`src/rtl/uart_rx_if.sv`:
```
`timescale 1ns/100ps
// CPU-side receive interface of the UART receiver: FIFO head, fill level,
// error flags, and the pop / error-clear strobes.
interface uart_rx_if #(
  parameter int FIFO_DEPTH = 4
);
  localparam int CNT_W = $clog2(FIFO_DEPTH) + 1;

  logic             rx_pop;
  logic             err_clr;
  logic [7:0]       rx_data;
  logic             rx_valid;
  logic [CNT_W-1:0] rx_count;
  logic             frame_err;
  logic             overrun;

  // Receiver side: consumes the strobes, presents data and status.
  modport slave (
    input  rx_pop,
    input  err_clr,
    output rx_data,
    output rx_valid,
    output rx_count,
    output frame_err,
    output overrun
  );

  // CPU side: issues the strobes, reads data and status.
  modport master (
    output rx_pop,
    output err_clr,
    input  rx_data,
    input  rx_valid,
    input  rx_count,
    input  frame_err,
    input  overrun
  );
endinterface

```
`src/rtl/uart_rx.sv`:
```
`timescale 1ns/100ps
// 8N1 UART receiver with a fixed baud divisor, a first-word-fall-through
// receive FIFO drained by a pop strobe, and sticky framing/overrun flags.
// All sampling is timed from the detected start edge, so the stop sample
// lands mid stop bit and the FSM is back in IDLE in time for a frame that
// follows immediately.
module uart_rx #(
  parameter int CLKS_PER_BIT = 104,
  parameter int FIFO_DEPTH   = 4
) (
  input logic      clk,
  input logic      reset,
  input logic      rx,
  uart_rx_if.slave bus
);
  localparam int HALF  = CLKS_PER_BIT / 2;
  localparam int TMR_W = $clog2(CLKS_PER_BIT);
  localparam int PTR_W = $clog2(FIFO_DEPTH);
  localparam int CNT_W = PTR_W + 1;

  localparam logic [TMR_W-1:0] BIT_END  = TMR_W'(CLKS_PER_BIT - 1);
  localparam logic [TMR_W-1:0] HALF_END = TMR_W'(HALF - 1);
  localparam logic [CNT_W-1:0] FULL_CNT = CNT_W'(FIFO_DEPTH);

  typedef enum logic [1:0] {
    ST_IDLE  = 2'd0,
    ST_START = 2'd1,
    ST_DATA  = 2'd2,
    ST_STOP  = 2'd3
  } state_t;

  // Line conditioning
  logic s1_r;
  logic s2_r;
  logic s3_r;

  // Deframer
  state_t           state_r;
  logic [TMR_W-1:0] tmr_r;
  logic [2:0]       bit_r;
  logic [7:0]       shift_r;
  logic             tick_s;
  logic             push_s;
  logic             ferr_s;

  // Receive FIFO
  logic [7:0]       mem_r [FIFO_DEPTH];
  logic [PTR_W-1:0] wr_ptr_r;
  logic [PTR_W-1:0] rd_ptr_r;
  logic [CNT_W-1:0] count_r;
  logic [CNT_W-1:0] count_nxt_s;
  logic             valid_r;
  logic             pop_ok_s;
  logic             push_ok_s;
  logic             ovr_s;

  // Sticky flags
  logic frame_err_r;
  logic overrun_r;

  // Two-flop synchronizer plus history flop for falling-edge detection.
  always_ff @(posedge clk) begin
    if (reset) begin
      s1_r <= 1'b1;
      s2_r <= 1'b1;
      s3_r <= 1'b1;
    end else begin
      s1_r <= rx;
      s2_r <= s1_r;
      s3_r <= s2_r;
    end
  end

  // Sample strobe: half a bit into the start bit, then one full bit apart.
  always_comb begin
    tick_s = 1'b0;
    if (state_r == ST_START) begin
      tick_s = (tmr_r == HALF_END);
    end else begin
      tick_s = (tmr_r == BIT_END);
    end
  end

  // Stop-sample outcome: a good byte to store or a framing error.
  always_comb begin
    push_s = 1'b0;
    ferr_s = 1'b0;
    if ((state_r == ST_STOP) && tick_s) begin
      push_s = s2_r;
      ferr_s = ~s2_r;
    end else begin
      push_s = 1'b0;
      ferr_s = 1'b0;
    end
  end

  // Frame sequencer: start detect, start-bit check, 8 data bits LSB first, stop.
  always_ff @(posedge clk) begin
    if (reset) begin
      state_r <= ST_IDLE;
      tmr_r   <= '0;
      bit_r   <= 3'd0;
      shift_r <= 8'h00;
    end else begin
      case (state_r)
        ST_IDLE: begin
          tmr_r <= '0;
          // Only a high-to-low transition starts a frame; a stuck-low line does not.
          if (s3_r && !s2_r) begin
            state_r <= ST_START;
            bit_r   <= 3'd0;
          end
        end
        ST_START: begin
          if (tick_s) begin
            tmr_r <= '0;
            if (s2_r) begin
              state_r <= ST_IDLE;
            end else begin
              state_r <= ST_DATA;
              bit_r   <= 3'd0;
            end
          end else begin
            tmr_r <= tmr_r + TMR_W'(1);
          end
        end
        ST_DATA: begin
          if (tick_s) begin
            tmr_r   <= '0;
            shift_r <= {s2_r, shift_r[7:1]};
            if (bit_r == 3'd7) begin
              state_r <= ST_STOP;
            end else begin
              bit_r <= bit_r + 3'd1;
            end
          end else begin
            tmr_r <= tmr_r + TMR_W'(1);
          end
        end
        ST_STOP: begin
          if (tick_s) begin
            tmr_r   <= '0;
            state_r <= ST_IDLE;
          end else begin
            tmr_r <= tmr_r + TMR_W'(1);
          end
        end
        default: begin
          state_r <= ST_IDLE;
          tmr_r   <= '0;
          bit_r   <= 3'd0;
        end
      endcase
    end
  end

  // FIFO admission: pops need data, a push into a full FIFO needs a pop beside it.
  always_comb begin
    pop_ok_s    = bus.rx_pop && valid_r;
    push_ok_s   = push_s && ((count_r != FULL_CNT) || pop_ok_s);
    ovr_s       = push_s && !push_ok_s;
    count_nxt_s = count_r;
    if (push_ok_s && !pop_ok_s) begin
      count_nxt_s = count_r + CNT_W'(1);
    end else if (pop_ok_s && !push_ok_s) begin
      count_nxt_s = count_r - CNT_W'(1);
    end else begin
      count_nxt_s = count_r;
    end
  end

  // FIFO storage array, written at the stop-sample edge.
  always_ff @(posedge clk) begin
    if (push_ok_s) begin
      mem_r[wr_ptr_r] <= shift_r;
    end
  end

  // FIFO pointers and fill level; pointers wrap at the power-of-two depth.
  always_ff @(posedge clk) begin
    if (reset) begin
      wr_ptr_r <= '0;
      rd_ptr_r <= '0;
      count_r  <= '0;
      valid_r  <= 1'b0;
    end else begin
      if (push_ok_s) begin
        wr_ptr_r <= wr_ptr_r + PTR_W'(1);
      end
      if (pop_ok_s) begin
        rd_ptr_r <= rd_ptr_r + PTR_W'(1);
      end
      count_r <= count_nxt_s;
      valid_r <= (count_nxt_s != '0);
    end
  end

  // Sticky error flags; a new error in the clearing cycle wins over the clear.
  always_ff @(posedge clk) begin
    if (reset) begin
      frame_err_r <= 1'b0;
      overrun_r   <= 1'b0;
    end else begin
      frame_err_r <= ferr_s | (frame_err_r & ~bus.err_clr);
      overrun_r   <= ovr_s  | (overrun_r   & ~bus.err_clr);
    end
  end

  // Head byte falls through from the array; forced to zero while empty.
  assign bus.rx_data   = valid_r ? mem_r[rd_ptr_r] : 8'h00;
  assign bus.rx_valid  = valid_r;
  assign bus.rx_count  = count_r;
  assign bus.frame_err = frame_err_r;
  assign bus.overrun   = overrun_r;

endmodule
```
`src/flat_wrapper.sv`:
```
// flat-port wrapper written by rule: the top's interface ports become plain ports
module uart_rx_flat 
#(
  parameter int CLKS_PER_BIT = 104,
  parameter int FIFO_DEPTH   = 4
)
  (clk, reset, rx, bus_rx_pop, bus_err_clr, bus_rx_data, bus_rx_valid, bus_rx_count, bus_frame_err, bus_overrun);
  uart_rx_if #(.FIFO_DEPTH(FIFO_DEPTH)) bus_i ();
  input logic clk;
  input logic reset;
  input logic rx;
  input wire logic [$bits(bus_i.rx_pop)-1:0] bus_rx_pop;
  input wire logic [$bits(bus_i.err_clr)-1:0] bus_err_clr;
  output wire logic [$bits(bus_i.rx_data)-1:0] bus_rx_data;
  output wire logic [$bits(bus_i.rx_valid)-1:0] bus_rx_valid;
  output wire logic [$bits(bus_i.rx_count)-1:0] bus_rx_count;
  output wire logic [$bits(bus_i.frame_err)-1:0] bus_frame_err;
  output wire logic [$bits(bus_i.overrun)-1:0] bus_overrun;
  assign bus_i.rx_pop = bus_rx_pop;
  assign bus_i.err_clr = bus_err_clr;
  assign bus_rx_data = bus_i.rx_data;
  assign bus_rx_valid = bus_i.rx_valid;
  assign bus_rx_count = bus_i.rx_count;
  assign bus_frame_err = bus_i.frame_err;
  assign bus_overrun = bus_i.overrun;
  uart_rx #(.CLKS_PER_BIT(CLKS_PER_BIT), .FIFO_DEPTH(FIFO_DEPTH)) u_core (.clk(clk), .reset(reset), .rx(rx), .bus(bus_i));
endmodule
```
`config.mk`:
```
export PLATFORM = sky130hd
export DESIGN_NAME = uart_rx_flat
export DESIGN_NICKNAME = d
export VERILOG_FILES = /design/src/rtl/uart_rx_if.sv /design/src/rtl/uart_rx.sv /design/src/flat_wrapper.sv
export SDC_FILE = /design/constraint.sdc
export NUM_CORES = 1
export LEC_CHECK = 0
export CORE_MARGIN = 8
export CORE_UTILIZATION = 50
export CTS_CLUSTER_SIZE = 14
export DETAILED_ROUTE_END_ITERATION = 10
export PLACE_DENSITY_LB_ADDON = 0.05
export SYNTH_ARGS = -nofsm -noshare
export SYNTH_HDL_FRONTEND = slang
export SYNTH_SLANG_ARGS = --single-unit
```
`constraint.sdc`:
```
create_clock -name clk -period 1.7 [get_ports clk]
set_input_delay 0.17 -clock clk [delete_from_list [all_inputs] [get_ports clk]]
set_output_delay 0.17 -clock clk [all_outputs]
set_load 0.01 [all_outputs]
```
Word level (Yosys, flattened, before mapping)
Memory sizes are Yosys's and may differ from the RTL's. A register that Yosys moved wholly into a read port is not among the register bits.
Index checks and enable logic that the tools add are counted.
W data, S select, Z words.
{"block": "op_classes", "n_reduce_logical": 18, "n_addsub": 6, "n_eq_ne": 14, "bitwise_logic": 6, "muxes": 25}
{"cell": "$mux W3", "n": 7}
{"cell": "$mux W2", "n": 8}
{"cell": "$pmux W7 S2", "n": 1}
{"cell": "$ne A2 B1 Y1 const B", "n": 5}
{"cell": "$pmux W3 S3", "n": 1}
{"cell": "$mux W8", "n": 1}
{"cell": "$pmux W2 S4", "n": 1}
{"cell": "$add A7 B1 Y7 const B", "n": 1}
{"cell": "$eq A7 B6 Y1 const B", "n": 1}
{"cell": "$eq A7 B7 Y1 const B", "n": 1}
{"cell": "$logic_and A1 B1 Y1", "n": 7}
{"cell": "$mux W7", "n": 1}
{"cell": "$add A3 B1 Y3 const B", "n": 2}
{"cell": "$reduce_and A6 Y1", "n": 1}
{"cell": "$reduce_bool A3 Y1", "n": 2}
{"cell": "$mux W1", "n": 5}
{"cell": "$reduce_and A5 Y1", "n": 1}
{"cell": "$add A2 B1 Y2 const B", "n": 2}
{"cell": "$eq A2 B2 Y1 const B", "n": 2}
{"cell": "$ne A2 B2 Y1 const B", "n": 2}
{"cell": "$eq A3 B3 Y1 const B", "n": 1}
{"cell": "$logic_not A1 Y1", "n": 3}
{"cell": "$ne A3 B3 Y1 const B", "n": 1}
{"cell": "$reduce_or A3 Y1", "n": 1}
{"cell": "8 further kinds", "n": 11}
{"block": "word_totals", "ramBits": 32, "inputBits": 5, "n_memories": 1, "register_bits": 33}
{"memory": "u_core.mem_r", "depth": 4, "word_bits": 8, "read_ports": 1, "rd_ports_with_merged_regs": 1, "write_ports": 1, "line": "uart_rx.sv:47", "rtl": "logic [7:0] mem_r [FIFO_DEPTH];"}

Longest topological paths before layout
{"block": "logic_depth", "depth_word": 10, "ltp_mapped": 7}

Least setup slack after synthesis
Ideal clock, no wire load.
{"block": "synth_timing", "path_kind": "register -> register", "from": "reg u_core.tmr_r[0]", "to": "mem u_core.mem_r[1][0], enable pin", "setup_ns": 0.332, "required_time_ns": 1.368, "t_arrival_ns": 1.507, "path_slack_ns": -0.139, "stages_incl_launch_ff": 6, "path_buffers": 0, "cell_sequence": "dfxtp_1 ha_1 and4b_1 nand3_1 a31oi_2 and2_1"}
{"block": "synth_via", "elab_chain_cells": 7}
{"item": "start: declaration", "line": "uart_rx.sv:39", "rtl": "logic [TMR_W-1:0] tmr_r;"}
{"item": "start signal: assignment", "line": "uart_rx.sv:124", "rtl": "tmr_r <= tmr_r + TMR_W'(1);"}
{"item": "start signal: assignment", "line": "uart_rx.sv:137", "rtl": "tmr_r <= tmr_r + TMR_W'(1);"}
{"item": "start signal: assignment", "line": "uart_rx.sv:145", "rtl": "tmr_r <= tmr_r + TMR_W'(1);"}
{"item": "$eq A7 B7 Y1 or $eq A7 B6 Y1 (tied branches)", "line": "uart_rx.sv:80, uart_rx.sv:78"}
{"item": "$mux W1 *", "line": "uart_rx.sv:77", "rtl": "if (state_r == ST_START) begin"}
{"item": "$logic_and A1 B1 Y1 *", "line": "uart_rx.sv:88", "rtl": "if ((state_r == ST_STOP) && tick_s) begin"}
{"item": "$mux W1 *", "line": "uart_rx.sv:88"}
{"item": "$logic_and A1 B1 Y1 *", "line": "uart_rx.sv:160", "rtl": "push_ok_s = push_s && ((count_r != FULL_CNT) || pop_ok_s);"}
{"item": "$mux W1 *", "line": "uart_rx.sv:174", "rtl": "if (push_ok_s) begin"}
{"item": "$mux W1 (not written as such) *", "line": "uart_rx.sv:175", "rtl": "mem_r[wr_ptr_r] <= shift_r;"}
{"item": "end: declaration", "line": "uart_rx.sv:47"}
Mark *: on every way between the ends. The rest lies on a longest branch, timed or not.

==> out/metrics.sh <==
INSERTEDDIODECOUNT=0
TIMING.CRITICAL_PATH.CELLS='buf_12, mux4_2, and2_4, buf_6'
DETAIL_ROUTE.WIRELENGTH_MM=5.607
SYNTH_CELLS=217
IO-PIN-COUNT=19
SYNTH_SEQ_CELLS=67
MAX_CAP_VIOLATIONS=0
PORT_BUFFERS=18
CTS.ROOT.BUFFER_CELL='sky130_fd_sc_hd__clkbuf_8'
LAYOUT-DRIVE-GT1-SHARE_PCT=39.33
INITIALDRTVIOLATIONCOUNT=116
STATUS='finished with violations'
ROUTE.DETAILED.VIAS_PER_INST=5.295
TIMING.CRITICAL_PATH.REQUIRED_PS=1530
WORST_SLEW_MARGIN_REL_PCT=73.72
FIN_AREA_UM2=3602
CLK-INSERTION-DELAY-LATE_PS=340
WORSTSETUPPATHTYPE='reg -> out'
Y_DIMENSION_OF_THE_DIE_UM=91.22
ROUTABILITY_CONG=0.8137
POST_DETAILED_ROUTE_WIRELENGTH_PER_CELL_UM=16.54
CLKSLEWWORSTSETUPHOLDPATHS_PS=70
HOLD_PATH_CLASS='in -> reg'
POWER_DENSITY_nW_PER_UM2=1040
POWER.STATIC_LEAKAGE_nW=1.355
POSTSYNTH.TOPFLOPCELL='sky130_fd_sc_hd__dfxtp_1'
ROUTE.VIAS.TOTAL=1795
POST-SYNTH-TOP-COUNT-CELL='sky130_fd_sc_hd__dfxtp_1'
OVERFLOW=0
RSZ0062_AT_GRT='true'
CRIT_FAMILY='multiplexers'
FMAX_MHz=570.7
CTS-HTREE-LEVELS=3
AVGSYNTHCELLAREA_UM2=13.04
TRITONCTS='yes'
SYNTH_EDF_COUNT=32
SYNTH_WARNINGS=0
SETUP_VIOL=8
YOSYS.AREA.TOP_TYPE='sky130_fd_sc_hd__edfxtp_1'
NUMBER_OF_SLEW_LIMIT_VIOLATIONS_IN_THE_FINAL_REPORT=0
WORST_PATH_FANOUT_MAX=8
SETUP.REG_TO_REG.WORST_SLACK_PS=10
DETAILEDPLACEMENTHPWL_MM=3.674
CORE_REGION_AREA_UM2=5473
FIRST_GLOBAL_VIAS=1827
TIMING.CRITICAL_PATH.FROM_TYPE='flip-flop'
SYNTH.CELLS.MOST_FREQUENT='35 x sky130_fd_sc_hd__dfxtp_1, 32 x sky130_fd_sc_hd__edfxtp_1, 26 x sky130_fd_sc_hd__nor2_1, 12 x sky130_fd_sc_hd__and2_1, 11 x sky130_fd_sc_hd__mux2i_1'
SYNTH_TOP_AREA_SHARE_PCT=33.97
MAX_SLEW.WORST_PIN.SLEW_PS=391.0
CTS_BUFFERS=9
SEQCELLAREA_UM2=1672
SYNTH-SEQ-AREA-SHARE_PCT=58.74
CP.ARRIVAL_PS=1580
DETAIL-ROUTE-ANTENNA-NETS=0
POST-ROUTE-MIN-PERIOD_PS=1752
SYNTHARSTFLOPSHARE_PCT=0
FINAL-HOLD-VIOLATION-COUNT=0
FP.DIEAREA_UM2=8321
LARGEST_NET_DEGREE_AT_THE_START_OF_GLOBAL_ROUTING=28
ROWS=27
DPL_CELL_AREA_UM2=3272
DETAIL_ROUTE.DRC_VIOLATIONS=0
CRITICAL_PATH_BUF_INV_COUNT=2
TIMING.FINAL.CRIT_SHARE_PCT=103.1
WORST_HOLD_SLACK_PS=381.6
WORST_CLOCK_SKEW_PS=7.381
FINAL.FILL_COUNT=438
FIRST_PASS_GRT_WIRE_LENGTH_MM=9.039
SYNTH.NET_COUNT=232
TIMING.CRITICAL_PATH.TO_TYPE='output port'
SLOWEST_STAGE='sky130_fd_sc_hd__mux4_2'
DRTPASS1ITERATIONS=4
START_UTIL_PCT=51.69
MAX-CLOCK-PATH-BUFFERS=2
MAPPEDNETLISTAREA_UM2=2829
CRIT_PATH_MAX_INCR_DELAY_PS=500
LAYOUT.CORE_UTILIZATION_PCT=65.82
FIN_NETS=277
ANTENNA_FOUND_INITIAL=0
AREA_OF_COMBINATIONAL_CELLS_WITH_MULTIPLE_INPUTS_UM2=1219
GLOBAL_ROUTE.USAGE.TOTAL_PCT=13.94
YOSYSUNIQUECELLTYPES=46
IR_WORST_VDD_mV=0.6111
SYNTHTOPCELLSBYAREA='sky130_fd_sc_hd__edfxtp_1 34%, sky130_fd_sc_hd__dfxtp_1 25%, sky130_fd_sc_hd__mux4_2 6.4%'
DIE_W_UM=91.22
FINAL.SETUP.WORST_SLACK_PS=-52.08
AREA_GROWTH_PCT=27.33
CLKSINKCOUNT=67
VIOLATIONS='setup timing'
-- kinds of logic after synthesis --
kind of cell               after synthesis  synth area share [%]
adders and majority gates               10                 4.423
and+or+nand+nor                         79                 16.14
buffers and inverters                   16                 2.742
AOI/OAI and AO/OA                       15                 4.113
DFF                                     67                 58.73
muxes                                   20                 10.75
xor gates and xnor gates                10                 3.096
-- flip-flops by register name, summed over array words and instances (netlist names), named ones only --
signal and count:
u_core.state_r 1, u_core.wr_ptr_r 2, u_core.mem_r 32, u_core.tmr_r 7, u_core.bit_r 3, u_core.bus.frame_err 1
u_core.bus.rx_valid 1, u_core.rd_ptr_r 2, u_core.s2_r 1, u_core.bus.rx_count 3, u_core.shift_r 8, u_core.s3_r 1
u_core.s1_r 1, u_core.bus.overrun 1
-- power breakdown --
part	total [mW]	switching, mW	internal (mW)
Sequential	1.78	0.0537	1.72
Clock	1.28	0.611	0.670
Combinational	0.685	0.298	0.387
Total	3.74	0.962	2.78
-- routing by layer --
| layer | wire length (µm) | track usage (%) | vias to the layer above |
|---|---|---|---|
| li1 | - | - | 869 |
| met1 | 2448 | 16.94 | 878 |
| met2 | 2777 | 21.77 | 37 |
| met3 | 277 | 4.774 | 11 |
| met4 | 105 | 6.548 | 0 |
| met5 | 0 | 0 | - |
-- path summary, 6_finish.rpt --
kind | startpoint | end | cells after the start
worst max-delay path | flip-flop | bus_rx_data[0] | 4
worst min-delay path | rx | u_core.s1_r$_SDFF_PP1_ | 2
worst max register to register | u_core.tmr_r[1]$_SDFF_PP0_ | u_core.mem_r[0][5]$_DFFE_PP_ | 5
worst min register to register | u_core.s1_r$_SDFF_PP1_ | u_core.s2_r$_SDFF_PP1_ | 1
-- final cells by class --
class | instances | area share [%]
Sequential cell | 67 | 46.40
Multi-Input combinational cell | 134 | 33.83
Inverter | 7 | 0.7989
Clock buffer | 9 | 3.439
Timing Repair Buffer | 43 | 11.11
Tap cell | 72 | 2.501
Clock inverter | 7 | 1.910
-- layout by cell type, fill, tap and decap left out, types with 3 or more instances in the layout --
cell / Yosys / final
sky130_fd_sc_hd__edfxtp_1: 32 / 32
sky130_fd_sc_hd__dfxtp_1: 35 / 27
sky130_fd_sc_hd__nor2_1: 26 / 26
sky130_fd_sc_hd__buf_4: 0 / 21
sky130_fd_sc_hd__mux2i_1: 11 / 11
sky130_fd_sc_hd__clkdlybuf4s50_1: 0 / 10
sky130_fd_sc_hd__and2_4: 0 / 9
sky130_fd_sc_hd__clkbuf_8: 0 / 9
sky130_fd_sc_hd__mux4_2: 8 / 8
sky130_fd_sc_hd__ha_1: 10 / 8
sky130_fd_sc_hd__dfxtp_2: 0 / 8
sky130_fd_sc_hd__nor2_2: 7 / 7
sky130_fd_sc_hd__nand2_1: 6 / 6
sky130_fd_sc_hd__xnor2_1: 6 / 6
sky130_fd_sc_hd__buf_6: 2 / 6
sky130_fd_sc_hd__inv_1: 7 / 5
sky130_fd_sc_hd__nand3_1: 6 / 5
sky130_fd_sc_hd__xor2_1: 4 / 4
sky130_fd_sc_hd__and2_1: 12 / 3
sky130_fd_sc_hd__or2_2: 3 / 3
sky130_fd_sc_hd__clkinv_2: 0 / 3
sky130_fd_sc_hd__buf_2: 2 / 3
sky130_fd_sc_hd__buf_12: 0 / 3
-- timing repair --
item	in CTS	in global routing
resized for setup	40	28
endpoints found under the setup margin	42	53
setup buffers	1	2
hold buffers	0	0
pin swaps	11	5
-- metrics by stage --
step / setup TNS, ps / instances / worst slack, ps / power [mW]
final: -373.5 / 339 / -52.08 / 3.745
after global routing: -2930 / 339 / -126.3 / 3.915
after CTS: -638.2 / 337 / -91.05 / 3.672
after detailed placement: -2439 / 320 / -115.9 / 2.402
after global placement: -1257 / 320 / -78.36 / 2.386
after floorplan: 0 / 217 / 17.16 / 2.120
Power figures use the tool's default switching activity.
